--- src/rtl/wbufq_pkg.sv ---
// Shared defaults and the byte-merge helper for the coalescing write buffer.
package wbufq_pkg;

  localparam int DEF_DEPTH = 4;
  localparam int DEF_AW    = 27;
  localparam int DEF_DW    = 32;

  function automatic logic [7:0] merge_byte(input logic [7:0] old_b,
                                            input logic [7:0] new_b,
                                            input logic       take);
    return take ? new_b : old_b;
  endfunction

endpackage

--- src/rtl/wbufq_if.sv ---
// Store, lookup and memory-drain signals of the write buffer.
interface wbufq_if
  import wbufq_pkg::*;
#(
  parameter int DEPTH = DEF_DEPTH,
  parameter int AW    = DEF_AW,
  parameter int DW    = DEF_DW,
  localparam int BW   = DW / 8,
  localparam int CW   = $clog2(DEPTH) + 1
);

  // Store side: a store is taken on the edge where en & done (done is
  // combinational from buffer state). Memory side: the head write retires on
  // the edge where memen & memdone; memadr/memdata/membyteen hold until then.
  logic          en;
  logic [AW-1:0] adr;
  logic [DW-1:0] data;
  logic [BW-1:0] byteen;
  logic          done;
  logic [AW-1:0] lkadr;
  logic          lkhit;
  logic [DW-1:0] lkdata;
  logic [BW-1:0] lkbyteen;
  logic [AW-1:0] memadr;
  logic [DW-1:0] memdata;
  logic [BW-1:0] membyteen;
  logic          memen;
  logic          memdone;
  logic [CW-1:0] count;
  logic          full;
  logic          empty;

  modport slave (
    input  en, adr, data, byteen, lkadr, memdone,
    output done, lkhit, lkdata, lkbyteen, memadr, memdata, membyteen,
           memen, count, full, empty
  );

  modport master (
    output en, adr, data, byteen, lkadr, memdone,
    input  done, lkhit, lkdata, lkbyteen, memadr, memdata, membyteen,
           memen, count, full, empty
  );

endinterface

--- src/rtl/wbufq_entry.sv ---
// One write-buffer entry: address/data/byte-enable registers with load and
// byte-merge update, plus an address comparator for forwarding lookups.
module wbufq_entry
  import wbufq_pkg::*;
#(
  parameter int AW  = DEF_AW,
  parameter int DW  = DEF_DW,
  localparam int BW = DW / 8
) (
  input  logic          clk,
  input  logic          rst_n,
  input  logic          load,
  input  logic          merge,
  input  logic [AW-1:0] wadr,
  input  logic [DW-1:0] wdata,
  input  logic [BW-1:0] wbe,
  input  logic [AW-1:0] cmpadr,
  output logic [AW-1:0] q_adr,
  output logic [DW-1:0] q_data,
  output logic [BW-1:0] q_be,
  output logic          match
);

  assign match = (q_adr == cmpadr);

  always_ff @(posedge clk or negedge rst_n) begin
    if (!rst_n) begin
      q_adr  <= '0;
      q_data <= '0;
      q_be   <= '0;
    end else if (load) begin
      q_adr  <= wadr;
      q_data <= wdata;
      q_be   <= wbe;
    end else if (merge) begin
      // Address already matches; only the enabled lanes change.
      for (int b = 0; b < BW; b++) begin
        q_data[8*b +: 8] <= merge_byte(q_data[8*b +: 8], wdata[8*b +: 8], wbe[b]);
      end
      q_be <= q_be | wbe;
    end
  end

endmodule

--- src/rtl/wbufq.sv ---
// Coalescing write buffer: circular queue of entries drained in order to
// memory, with byte-merging into the youngest entry and read forwarding.
module wbufq
  import wbufq_pkg::*;
#(
  parameter int DEPTH = DEF_DEPTH,
  parameter int AW    = DEF_AW,
  parameter int DW    = DEF_DW,
  localparam int BW   = DW / 8,
  localparam int PW   = $clog2(DEPTH),
  localparam int CW   = PW + 1
) (
  input  logic  ph1,
  input  logic  resetb,
  wbufq_if.slave bus
);

  logic [PW-1:0] hp, tp, yp;
  logic [CW-1:0] count;
  logic          memen, full, merge_ok;
  logic          do_push, do_merge, do_pop;

  logic [AW-1:0] e_adr   [DEPTH];
  logic [DW-1:0] e_data  [DEPTH];
  logic [BW-1:0] e_be    [DEPTH];
  logic          e_match [DEPTH];

  assign yp    = tp - PW'(1);
  assign memen = (count != '0);
  assign full  = (count == CW'(DEPTH));

  // With count==1 the only entry is the head under issue, so it never merges.
  assign merge_ok = ((count >= CW'(2)) || ((count == CW'(1)) && !memen)) &&
                    (bus.adr == e_adr[yp]);

  assign do_push  = bus.en && !full && !merge_ok;
  assign do_merge = bus.en && merge_ok;
  assign do_pop   = memen && bus.memdone;

  for (genvar g = 0; g < DEPTH; g++) begin : g_entry
    wbufq_entry #(.AW(AW), .DW(DW)) u_entry (
      .clk    (ph1),
      .rst_n  (resetb),
      .load   (do_push && (tp == PW'(g))),
      .merge  (do_merge && (yp == PW'(g))),
      .wadr   (bus.adr),
      .wdata  (bus.data),
      .wbe    (bus.byteen),
      .cmpadr (bus.lkadr),
      .q_adr  (e_adr[g]),
      .q_data (e_data[g]),
      .q_be   (e_be[g]),
      .match  (e_match[g])
    );
  end

  // Walk from oldest to newest valid entry so the newest match wins.
  always_comb begin
    logic [PW-1:0] idx;
    idx          = '0;
    bus.lkhit    = 1'b0;
    bus.lkdata   = '0;
    bus.lkbyteen = '0;
    for (int k = 0; k < DEPTH; k++) begin
      idx = hp + PW'(k);
      if ((CW'(k) < count) && e_match[idx]) begin
        bus.lkhit    = 1'b1;
        bus.lkdata   = e_data[idx];
        bus.lkbyteen = e_be[idx];
      end
    end
  end

  always_ff @(posedge ph1 or negedge resetb) begin
    if (!resetb) begin
      hp    <= '0;
      tp    <= '0;
      count <= '0;
    end else begin
      if (do_push) tp <= tp + PW'(1);
      if (do_pop)  hp <= hp + PW'(1);
      case ({do_push, do_pop})
        2'b10:   count <= count + CW'(1);
        2'b01:   count <= count - CW'(1);
        default: count <= count;
      endcase
    end
  end

  assign bus.done      = !full || merge_ok;
  assign bus.memen     = memen;
  assign bus.memadr    = e_adr[hp];
  assign bus.memdata   = e_data[hp];
  assign bus.membyteen = e_be[hp];
  assign bus.count     = count;
  assign bus.full      = full;
  assign bus.empty     = (count == '0);

endmodule

--- src/flat_wrapper.sv ---
// flat-port wrapper written by rule: the top's interface ports become plain ports
module wbufq_flat import wbufq_pkg::*;
#(
  parameter int DEPTH = DEF_DEPTH,
  parameter int AW    = DEF_AW,
  parameter int DW    = DEF_DW,
  localparam int BW   = DW / 8,
  localparam int PW   = $clog2(DEPTH),
  localparam int CW   = PW + 1
)
  (ph1, resetb, bus_en, bus_adr, bus_data, bus_byteen, bus_lkadr, bus_memdone, bus_done, bus_lkhit, bus_lkdata, bus_lkbyteen, bus_memadr, bus_memdata, bus_membyteen, bus_memen, bus_count, bus_full, bus_empty);
  wbufq_if #(.DEPTH(DEPTH), .AW(AW), .DW(DW)) bus_i ();
  input  logic ph1;
  input  logic resetb;
  input wire logic [$bits(bus_i.en)-1:0] bus_en;
  input wire logic [$bits(bus_i.adr)-1:0] bus_adr;
  input wire logic [$bits(bus_i.data)-1:0] bus_data;
  input wire logic [$bits(bus_i.byteen)-1:0] bus_byteen;
  input wire logic [$bits(bus_i.lkadr)-1:0] bus_lkadr;
  input wire logic [$bits(bus_i.memdone)-1:0] bus_memdone;
  output wire logic [$bits(bus_i.done)-1:0] bus_done;
  output wire logic [$bits(bus_i.lkhit)-1:0] bus_lkhit;
  output wire logic [$bits(bus_i.lkdata)-1:0] bus_lkdata;
  output wire logic [$bits(bus_i.lkbyteen)-1:0] bus_lkbyteen;
  output wire logic [$bits(bus_i.memadr)-1:0] bus_memadr;
  output wire logic [$bits(bus_i.memdata)-1:0] bus_memdata;
  output wire logic [$bits(bus_i.membyteen)-1:0] bus_membyteen;
  output wire logic [$bits(bus_i.memen)-1:0] bus_memen;
  output wire logic [$bits(bus_i.count)-1:0] bus_count;
  output wire logic [$bits(bus_i.full)-1:0] bus_full;
  output wire logic [$bits(bus_i.empty)-1:0] bus_empty;
  assign bus_i.en = bus_en;
  assign bus_i.adr = bus_adr;
  assign bus_i.data = bus_data;
  assign bus_i.byteen = bus_byteen;
  assign bus_i.lkadr = bus_lkadr;
  assign bus_i.memdone = bus_memdone;
  assign bus_done = bus_i.done;
  assign bus_lkhit = bus_i.lkhit;
  assign bus_lkdata = bus_i.lkdata;
  assign bus_lkbyteen = bus_i.lkbyteen;
  assign bus_memadr = bus_i.memadr;
  assign bus_memdata = bus_i.memdata;
  assign bus_membyteen = bus_i.membyteen;
  assign bus_memen = bus_i.memen;
  assign bus_count = bus_i.count;
  assign bus_full = bus_i.full;
  assign bus_empty = bus_i.empty;
  wbufq #(.DEPTH(DEPTH), .AW(AW), .DW(DW)) u_core (.ph1(ph1), .resetb(resetb), .bus(bus_i));
endmodule
--- config.mk ---
export PLATFORM = sky130hd
export DESIGN_NAME = wbufq_flat
export DESIGN_NICKNAME = d
export VERILOG_FILES = /design/src/rtl/wbufq_pkg.sv /design/src/rtl/wbufq_if.sv /design/src/rtl/wbufq_entry.sv /design/src/rtl/wbufq.sv /design/src/flat_wrapper.sv
export SDC_FILE = /design/constraint.sdc
export NUM_CORES = 1
export LEC_CHECK = 0
export BUFFER_PORTS_ARGS = -buffer_cell sky130_fd_sc_hd__buf_4
export CAP_MARGIN = 15
export CORE_AREA = 2 2 257 259
export DETAILED_ROUTE_END_ITERATION = 10
export DIE_AREA = 0 0 259 261
export PLACE_DENSITY_LB_ADDON = 0.1
export SLEW_MARGIN = 30
export SYNTH_ARGS = -nofsm -noshare
export SYNTH_HDL_FRONTEND = slang
export SYNTH_HIERARCHICAL = 1
export SYNTH_SLANG_ARGS = --single-unit
--- constraint.sdc ---
create_clock -name ph1 -period 3.85 [get_ports ph1]
set_input_delay 0.1925 -clock ph1 [delete_from_list [all_inputs] [get_ports ph1]]
set_output_delay 0.1925 -clock ph1 [all_outputs]
set_load 0.02 [all_outputs]
==> Word-level counts from Yosys, hierarchy flattened <==
Index checks and enable logic that the tools add are counted.
{ "classes": {"add_sub_neg": 7, "mul": 0, "div": 0, "order_cmp": 10, "eq_ne": 15, "shifts": 0, "n_mux": 75, "n_bitwise": 9, "n_reduce_logical": 64} }
{ "op_table": {"columns": ["cell", "n"], "rows": [
  ["$mux W32", 20],
  ["$bmux W32 S2", 4],
  ["$eq A27 B27 Y1", 5],
  ["$bmux W27 S2", 2],
  ["$mux W27", 4],
  ["$mux W4", 20],
  ["$reduce_bool A2 Y1", 21],
  ["$bmux W4 S2", 4],
  ["$mux W8", 4],
  ["$reduce_and A2 Y1", 16],
  ["$logic_and A1 B1 Y1", 18],
  ["$or A4 B4 Y4", 4],
  ["$ge A3 B3 Y1 const B", 5],
  ["$not A2 Y3", 5],
  ["$mux W1", 12],
  ["$eq A2 B2 Y1 const B", 5],
  ["$bmux W1 S2", 4],
  ["$eq A2 B1 Y1 const B", 3],
  ["$lt A1 B3 Y1 const A", 2],
  ["$lt A2 B3 Y1 const A", 2],
  ["$pmux W3 S2", 1],
  ["$add A2 B1 Y2 const B", 2],
  ["$add A2 B2 Y2 const B", 2],
  ["$logic_not A2 Y1", 2],
  ["10 further kinds", 13]
]} }
{ "totals": {"register_bits": 259, "latchBits": 0, "ram_bits": 0, "mem_bits_ro": 0, "input_bits": 94, "out_inout_bits": 107, "elab_cells": 207, "n_memories": 0} }

==> Longest topological paths before layout <==
Gate-level depths: netlist of run 1.
{ "logic_depth": {"depth_word": 12, "depth_mapped": 18} }

==> By module <==
Netlist of run 1, hierarchy kept.
{ "modules_own_cells": {"columns": ["module", "instances", "cells_per_inst", "area_per_inst_um2", "seq_area_each_um2"], "rows": [
  ["wbufq_entry", 4, 179, 2660.1, 1576.5],
  ["wbufq", 1, 907, 6688.9, 175.2]
]} }

==> Least setup slack after synthesis of run 1 <==
Ideal clock, no wire load.
{ "synth_timing": {"kind": "register to register", "start": "reg u_core.tp[0]", "end": "reg u_core.g_entry[0].u_entry.q_data[0]", "arrival_ps": 3746, "setup_slack_ps": -20, "path_stages_with_launch": 18, "n_path_buf": 6, "period_less_slack_ps": 3870, "cell_sequence": "dfrtp_1 > buf_4 > buf_6 > inv_2 > ha_1 > buf_6 > buf_6 > buf_4 > mux2i_1 > nor2_1 > o31ai_2 > o211ai_1 > nor4_4 > a211oi_2 > and2_1 > buf_6 > a21oi_2 > mux2_2"} }
{ "synth_via": {"elab_chain_cells": 12, "elab_cells_between_ends": 18, "classes_between": "add/sub (1); eq/ne (1); mux (4); bitwise (1); reduce/logical (11)"} }
{ "synth_lines": {"columns": ["element", "line_no", "rtl"], "rows": [
  ["start, declared", "wbufq.sv:18", "logic [PW-1:0] hp, tp, yp;"],
  ["start signal, assigned", "wbufq.sv:80", "if (do_push) tp <= tp + PW'(1);"],
  ["$sub A2 B1 Y2 (*)", "wbufq.sv:28", "assign yp = tp - PW'(1);"],
  ["net u_core.yp[0]", "wbufq.sv:18", null],
  ["$not A2 Y3 (not written as such)", "wbufq.sv:34", "(bus.adr == e_adr[yp]);"],
  ["$bmux W27 S2", "wbufq.sv:34", null],
  ["$mux W27 (not written as such) (2 in a row)", "wbufq.sv:34", null],
  ["$eq A27 B27 Y1", "wbufq.sv:34", null],
  ["$logic_and A1 B1 Y1", "wbufq.sv:33", "assign merge_ok = ((count >= CW'(2)) || ((count == CW'(1)) && !memen)) &&"],
  ["$logic_not A1 Y1", "wbufq.sv:36", "assign do_push = bus.en && !full && !merge_ok;"],
  ["$logic_and A1 B1 Y1", "wbufq.sv:36", null],
  ["$logic_and A1 B1 Y1", "wbufq.sv:44", ".load (do_push && (tp == PW'(g))),"],
  ["$reduce_bool A2 Y1 (no line)", null, null],
  ["$reduce_and A2 Y1 (no line)", null, null],
  ["end signal, assigned", "wbufq_entry.sv:33", "q_data <= wdata;"],
  ["end signal, assigned by index", "wbufq_entry.sv:38", "q_data[8*b +: 8] <= merge_byte(q_data[8*b +: 8], wdata[8*b +: 8], wbe[b]);"],
  ["end, declared", "wbufq_entry.sv:19", "output logic [DW-1:0] q_data,"]
]} }
The timed path passes the listed nets; every way through them passes the cells marked *. The select of a mux whose other input is x is not followed.
A chain may end at the register's enable or synchronous reset.

==> impl_results.md, run 1 <==
* Worst vdd ir at 0.528 mV
* Pre-CTS WS at -0.0409 ns
* Netlist cell types at 53
* Max Clk Rate at roughly 250 MHz
* Slew Viols, Final at 0
* Worst slew pin tran at 0.864 ns
* Final period util at 103%
* Initial antenna violation count at 1
* Starting Density at 26.6%
* RSZ-0062 raised after global routing: true
* CTS H-Tree Depth at 2
* Root buffer cell: clkbuf_16
* Area of the core at 65,000 um2
* Pwr dens at about 1100 nW/um2
* Final hold violation count at 0
* Synthesized area per cell at 10.7 um2
* Worst EP arrival at approximately 3.8 ns
* Die height at 261 um
* CTS max path bufs at 3
* Relative slew slack at 42.4%
* Post-synth top area cell: dfrtp_1
* Core Util, Final at 35.5%
* Rows at between 90 and 100
* Total CTS buffers at 36
* Hold Path Class: in -> reg
* First-pass GRT wire length at between 90,000 and 100,000 um
* Die area at 67,600 um2
* Drt wl/cell at around 21 um
* Global route overflow at 0
* Synth warn at 6
* Net count, final at 2,051
* Post-synth top flop: dfrtp_1
* Clk sink count at 259
* Port buffer count at 200
* Fillers at 6,561
* IO Pins at 201
* Area Overhead vs Synth at 33.2%
* Seq/Total Area, Yosys at 37.4%
* Yosys reg bits at about 260
* Clock latency on the worst-skew pair at 0.56 ns
* Reg2reg setup slack at 0.18 ns
* Post-route worst setup slack at -0.127 ns
* Post-DP HPWL at 42,600 um
* Post-synth EDFFs at 0
* Post-Syn Nets at ~1,700
* Minimum clock period at 3.98 ns
* Die Wd at ~260 um
* Routed via count at between 10,000 and 15,000
* Cells after synthesis at 1,623
* Vias in the first global route at 14,599
* MaxCap Viol Count at 0
* P_leak at 9.64 nW
* Synth top area share at between 30% and 40%
* Failing checks: negative setup slack
* Layout cells sized above 1 at 40.9%
* Crit. End Element: output port
* Total GRT Usage at 17.7%
* Crit path kind: reg -> out
* Post-route ant nets at 0
* Post-route DRC at 0
* CTS tree: done
* Reg clk slew, reported paths at approximately 0.060 ns
* Asr flop ratio synth at 100%
* Vias per cell at 5.01
* Largest net degree at the start of global routing at about 90
* CP max FO at 7
* First drt pass iteration count at 5
* Crit start category: flop
* Final GP Congestion at between 0.8 and 0.9
* Setup TNS Final at -1.95 ns
* Final Skew at ~0.024 ns
* Status: finished, violations left
* Final setup fails at 35
* Mapped cell area at 17,300 um2
* Fin cells at around 2,800
* Routed WL at 61,000 um
* Top cells by area, synth: dfrtp_1 37%, mux2_2 20%, mux2i_1 6.3%
* Starting DRT DRC Count at around 830
* Cell count after placement at 2,691
* Data required, critical path at 3.66 ns
## layout make-up
class | count | area, um2 | share of cell area, %
diodes | 1 | 2.50 | 0.0108
clock buffers | 57 | 1070 | 4.64
inverters | 32 | 123 | 0.531
multi-input cells | 1221 | 10400 | 45.2
clock inverters | 9 | 136 | 0.591
well taps | 864 | 1080 | 4.68
repair buffers | 395 | 3750 | 16.2
flip-flops and latches | 259 | 6490 | 28.1
## per-layer routing
layer / vias to the layer above / GRT usage [%] / routed length [um]
li1: 6607 / - / -
met1: 7193 / 22.8 / 27100
met2: 326 / 29.9 / 29300
met3: 80 / 3.19 / 2880
met4: 2 / 5.84 / 1690
met5: - / 0 / 13
## where the power goes
group	switching (mW)	internal [mW]	total [mW]	leakage, nW
Clock	1.30	2.11	3.42	0.581
Sequential	1.51	4.15	5.66	3.07
Combinational	8.02	7.58	15.6	5.99
## timing repair
item,4_1_cts,5_1_grt
pin swaps,14,29
hold buffers,63,0
gates cloned,4,3
endpoints found under the hold margin,364,0
setup buffers,11,2
resized for setup,71,22
setup endpoints to repair,129,268
## logic make-up after synthesis
group	synth area share (%)
xor gates and xnor gates	6.67
and+or+nand+nor	7.23
muxes	32.0
AOI/OAI and AO/OA	12.1
DFF	37.4
buffers and inverters	3.77
adders and majority gates	0.866
## synthesized netlist by cell type (2+ instances only)
master	number
and2_1	6
nor4_1	18
o211ai_1	74
nand3_1	41
clkbuf_1	60
buf_4	2
buf_6	8
mux4_2	41
buf_2	30
nand2_1	10
xnor2_1	61
and3_1	2
o22ai_1	5
buf_1	10
mux2i_1	109
inv_1	31
a211oi_1	2
a21oi_2	16
nor4_2	4
o2bb2ai_1	3
o21ai_0	74
a21oi_1	155
a211oi_2	2
nand2b_1	2
xor2_1	71
ha_1	12
nand3b_1	2
nor2_1	158
nor3_1	3
a22oi_1	2
mux2_2	311
nand4_1	17
a211o_1	3
dfrtp_1	259
## critical path, cell delays in order (launching register included)
cell      delay, ns
dfrtp_1        0.40
xor2_1         0.16
nor4_2         0.32
buf_4          0.18
nand4_1        0.22
nor4_4         0.39
mux2_4         0.25
buf_4          0.10
nor2_1         0.04
a211o_4        0.37
buf_12         0.18
buf_4          0.13
o211ai_1       0.08
o211ai_1       0.11
o21ai_0        0.11
buf_4          0.18
## registers in the layout, indices dropped and copies added, names as in the netlist
name                           count
u_core/g_entry.u_entry/q_data    128
u_core/g_entry.u_entry/q_adr     108
u_core/g_entry.u_entry/q_be       16
u_core/bus.count                   3
u_core/hp                          2
u_core/tp                          2
## layout by cell type, fill, tap and decap left out, drive strengths merged, types with 3 or more instances in the layout
| cell | instances |
|---|---|
| o21ai | 75 |
| nor3 | 3 |
| dlygate4sd3 | 63 |
| mux2i | 109 |
| a211o | 3 |
| bufinv | 3 |
| dfrtp | 259 |
| mux4 | 41 |
| a211oi | 4 |
| clkbuf | 60 |
| nand3 | 41 |
| inv | 34 |
| nor4 | 23 |
| nand4 | 17 |
| o2bb2ai | 3 |
| mux2 | 313 |
| nand2 | 10 |
| buf | 329 |
| a21oi | 171 |
| xnor2 | 61 |
| nor2 | 158 |
| ha | 12 |
| xor2 | 71 |
| and2 | 6 |
| o22ai | 5 |
| o211ai | 74 |
## metrics by stage
step | instance area [um2] | power, mW | hold WS, ns
floorplan | 17300 | 15.1 | -0.103
global placement | 20700 | 20.3 | 0.112
detailed placement | 20700 | 20.5 | 0.116
CTS | 22900 | 24.7 | 0.0139
global route | 23100 | 26.4 | 0.0181
finish | 23100 | 24.7 | 0.0371
## final timing paths
path / endpoint / cells after the start / startpoint
worst min-delay path: u_core/g_entry[2].u_entry/q_adr[24]$_DFFE_PN0P_ / 2 / bus_adr[24]
worst max register to register: u_core/g_entry[2].u_entry/q_data[29]$_DFFE_PN0P_ / 15 / u_core/tp[1]$_DFFE_PN0P_
worst max-delay path: bus_lkdata[28] / 15 / u_core/g_entry[0].u_entry/q_adr[2]$_DFFE_PN0P_
worst min register to register: u_core/g_entry[0].u_entry/q_data[24]$_DFFE_PN0P_ / 1 / u_core/g_entry[0].u_entry/q_data[24]$_DFFE_PN0P_
max in group asynchronous: u_core/g_entry[0].u_entry/q_data[3]$_DFFE_PN0P_ / 3 / resetb
min in group asynchronous: u_core/g_entry[0].u_entry/q_adr[5]$_DFFE_PN0P_ / 2 / resetb
No activity file was read; power rests on OpenSTA's default activity.
==> run 2: changes to the inputs <==
--- a/config.mk
+++ b/config.mk
@@ -7,9 +7,9 @@
 export LEC_CHECK = 0
 export BUFFER_PORTS_ARGS = -buffer_cell sky130_fd_sc_hd__buf_4
 export CAP_MARGIN = 15
-export CORE_AREA = 2 2 257 259
+export CORE_AREA = 2 2 210 316
 export DETAILED_ROUTE_END_ITERATION = 10
-export DIE_AREA = 0 0 259 261
+export DIE_AREA = 0 0 212 318
 export PLACE_DENSITY_LB_ADDON = 0.1
 export SLEW_MARGIN = 30
 export SYNTH_ARGS = -nofsm -noshare
==> constraint.sdc (replaced) <==
create_clock -name ph1 -period 4.6 [get_ports ph1]
set_input_delay 0.23 -clock ph1 [delete_from_list [all_inputs] [get_ports ph1]]
set_output_delay 0.23 -clock ph1 [all_outputs]
set_load 0.02 [all_outputs]
==> run 2 against run 1 <==
The run now ends clean. Utilization fell by 1.8 points. Combinational power fell by 23%. Clock skew rose by 0.0018 ns. Clock power fell by 15%. Global-route usage rose by 0.78 points. Via count fell by 2.8%. Highest routed layer is now met4. First-iteration DRC count fell by 25%. Register-to-register slack improved by 0.20 ns. Routed wire length rose by 2.2%.
==> impl_results.md, run 2 (synthesized netlist as in run 1, its figures left out) <==
* Status: finished, final reports clean (was finished, violations left)
* Pwr dens at 902 nW/um2 (was 1070 nW/um2)
* Clock latency on the worst-skew pair at 0.55 ns (was 0.56 ns)
* Layout cells sized above 1 at 38.1% (was 40.9%)
* Crit path kind: reg -> out (unchanged)
* Initial antenna violation count at 0 (was 1)
* Critical R2R Launch: u_core/tp[1]$_DFFE_PN0P_ (unchanged)
* Relative slew slack at 37.1% (was 42.4%)
* Port buffer count at 200 (unchanged)
* Post-route ant nets at 0 (unchanged)
* Most frequent CP cell: buf_4 (unchanged)
* Hold Path Class: in -> reg (unchanged)
* Final period util at between 90 and 100%
* Crit. End Element: output port (unchanged)
* Die area at 67,400 um2 (was 67,600 um2)
* MaxCap Viol Count at 0 (unchanged)
* Routed via count at 13,817 (was 14,208)
* Final hold violation count at 0 (unchanged)
* Routed WL at 62,300 um (was 61,000 um)
* Slowest CP cell: dfrtp_1 (unchanged)
* Crit. Startpoint: u_core/g_entry[3].u_entry/q_adr[2]$_DFFE_PN0P_ (was u_core/g_entry[0].u_entry/q_adr[2]$_DFFE_PN0P_)
* Registers with the most flip-flops: u_core/g_entry.u_entry/q_data (128), u_core/g_entry.u_entry/q_adr (108), u_core/g_entry.u_entry/q_be (16) (unchanged)
* Worst EP arrival at 4.16 ns (was 3.78 ns)
* RSZ-0062 raised after global routing: false (was true)
* Slew Viols, Final at 0 (unchanged)
* Die height at 318 um (was 261 um)
* Hold path start: bus_adr[19] (was bus_adr[24])
* Global route overflow at 0 (unchanged)
* Total GRT Usage at 18.5% (was 17.7%)
* Max Clk Rate at 228 MHz
* Rows at 115 (was 94)
* Total CTS buffers at 34 (was 36)
* Cell Area, Placed at 20,000 um2 (was 20,700 um2)
* CP max FO at 25 (was 7)
* Area of the core at 64,900 um2 (was 65,000 um2)
* Critical path cell sequence: xor2_1, nor4_1, buf_4, nand4_1, nor4_4, buf_4, mux4_2, o21ai_4, buf_4, nand3_1, o211ai_1, o211ai_1, o21ai_0, buf_4 (was xor2_1, nor4_2, buf_4, nand4_1, nor4_4, mux2_4, buf_4, nor2_1, a211o_4, buf_12, buf_4, o211ai_1, o211ai_1, o21ai_0, buf_4)
* Clk sink count at 259 (unchanged)
* Commonest non-fill, non-tap cell in the layout: mux2_2 (unchanged)
* Crit start category: flop (unchanged)
* CTS tree: done (unchanged)
* Starting Density at 26.7% (was 26.6%)
* Area Overhead vs Synth at 26.2% (was 33.2%)
* Post-route DRC at 0 (unchanged)
* Final Instance Area at 21,900 um2 (was 23,100 um2)
* First-pass GRT wire length at 93,700 um (was 91,200 um)
* Drt wl/cell at 22.5 um (was 21.5 um)
* CTS H-Tree Depth at 2 (unchanged)
* P_leak at 9.04 nW (was 9.64 nW)
* IO Pins at 201 (unchanged)
* Biggest register: u_core/g_entry.u_entry/q_data (unchanged)
* Worst slew pin tran at 0.940 ns (was 0.864 ns)
* Final Skew at 0.0262 ns (was 0.0244 ns)
* Post-DP HPWL at 43,400 um (was 42,600 um)
* Data required, critical path at 4.37 ns (was 3.66 ns)
* Starting DRT DRC Count at 629 (was 834)
* Root buffer cell: clkbuf_16 (unchanged)
* Worst path max stage delay at 0.42 ns (was 0.40 ns)
* Max reg flops at 128 (unchanged)
* Vias per cell at 4.99 (was 5.01)
* Minimum clock period at roughly 4.4 ns
* Worst vdd ir at 0.384 mV (was 0.528 mV)
* Setup TNS Final at 0 ns (was -1.95 ns)
* Net count, final at 1,971 (was 2,051)
* Reg clk slew, reported paths at 0.06 ns (about the same)
* CTS max path bufs at 3 (unchanged)
* First drt pass iteration count at 5 (unchanged)
* Final GP Congestion at 0.833 (was 0.856)
* Largest net degree at the start of global routing at 145 (was 89)
* Die Wd at 212 um (was 259 um)
* Final setup fails at 0 (was 35)
* Vias in the first global route at 14,496 (was 14,599)
* Most frequent cells in the layout: 311 x mux2_2, 257 x dfrtp_1, 253 x buf_4, 158 x nor2_1, 155 x a21oi_1 (was 310 x mux2_2, 277 x buf_4, 257 x dfrtp_1, 157 x nor2_1, 155 x a21oi_1)
-- run 2: cell types whose count changed in the layout (fill, tap and decap cells not counted), moves of 6 or more --
| cell | before | now |
|---|---|---|
| o21ai_1 | 24 | 0 |
| buf_4 | 277 | 253 |
| buf_12 | 37 | 9 |
| mux2i_1 | 103 | 109 |
| nand3_1 | 35 | 41 |
| mux2i_2 | 6 | 0 |
| o21ai_2 | 6 | 0 |
| buf_6 | 11 | 0 |
| clkbuf_1 | 13 | 4 |
| dlygate4sd3_1 | 63 | 54 |
| o21ai_0 | 44 | 74 |
| nand3_2 | 6 | 0 |
-- run 2: per-layer routing --
metal	vias up	part of all wire, %	GRT usage, %
met4	0	3.1	5.63
met1	6957	39	21.1
met5	-	0	0
met2	317	53	34.8
li1	6467	-	-
met3	76	4.2	2.76
-- run 2: through the flow --
stage	hold WS (ns)	utilization (%)	worst slack [ns]	total power, mW	std cells
final	0.0386	33.7	0.205	19.7	2767
after global routing	0.0170	33.7	0.0188	21.1	2766
after CTS	0.000733	33.7	0.00882	20.0	2764
after detailed placement	0.324	30.8	0.174	16.9	2650
after global placement	0.325	30.8	0.148	16.7	2650
after floorplan	-0.0656	-	0.730	12.6	1623
-- run 2: area by class of cell --
| cell class | instances | area [um2] |
|---|---|---|
| Fill cell | 6541 | 43000 |
| Multi-Input combinational cell | 1221 | 10300 |
| Sequential cell | 259 | 6490 |
| Timing Repair Buffer | 317 | 2640 |
| Tap cell | 877 | 1100 |
| Clock buffer | 46 | 987 |
| Clock inverter | 14 | 219 |
| Inverter | 32 | 123 |
| Antenna cell | 1 | 2.50 |
-- run 2: path summary, 6_finish.rpt --
check | endpoint | slack (ns) | depth (start not counted)
min in group asynchronous | u_core/g_entry[0].u_entry/q_adr[20]$_DFFE_PN0P_ | 0.28 | 2
min | u_core/g_entry[0].u_entry/q_adr[19]$_DFFE_PN0P_ | 0.04 | 2
min reg2reg | u_core/g_entry[1].u_entry/q_data[21]$_DFFE_PN0P_ | 0.52 | 1
max in group asynchronous | u_core/g_entry[0].u_entry/q_data[19]$_DFFE_PN0P_ | 3.10 | 3
max | bus_lkdata[28] | 0.21 | 14
max reg2reg | u_core/g_entry[3].u_entry/q_adr[7]$_DFFE_PN0P_ | 0.38 | 12
-- run 2: where the power goes --
part	leakage (nW)	total (mW)	internal, mW	switching [mW]
clock	0.591	2.92	1.79	1.12
combinational	5.37	12.0	5.60	6.41
sequential	3.07	4.79	3.47	1.32
-- run 2: worst max-delay path: cells and delay by family (launching register included) --
| family | cells | cell delay [ns] |
|---|---|---|
| DFF | 1 | 0.42 |
| and+or+nand+nor | 4 | 1.09 |
| xor gates and xnor gates | 1 | 0.19 |
| muxes | 1 | 0.27 |
| buffers and inverters | 4 | 0.97 |
| AOI/OAI and AO/OA | 4 | 0.67 |
-- run 2: what timing repair did --
action / in CTS / in global routing
setup buffers: 0 / 2
pin swaps: 2 / 4
gates resized for setup: 11 / 2
setup endpoints to repair: 36 / 22
hold endpoints to repair: 287 / 0
hold buffers: 54 / 0
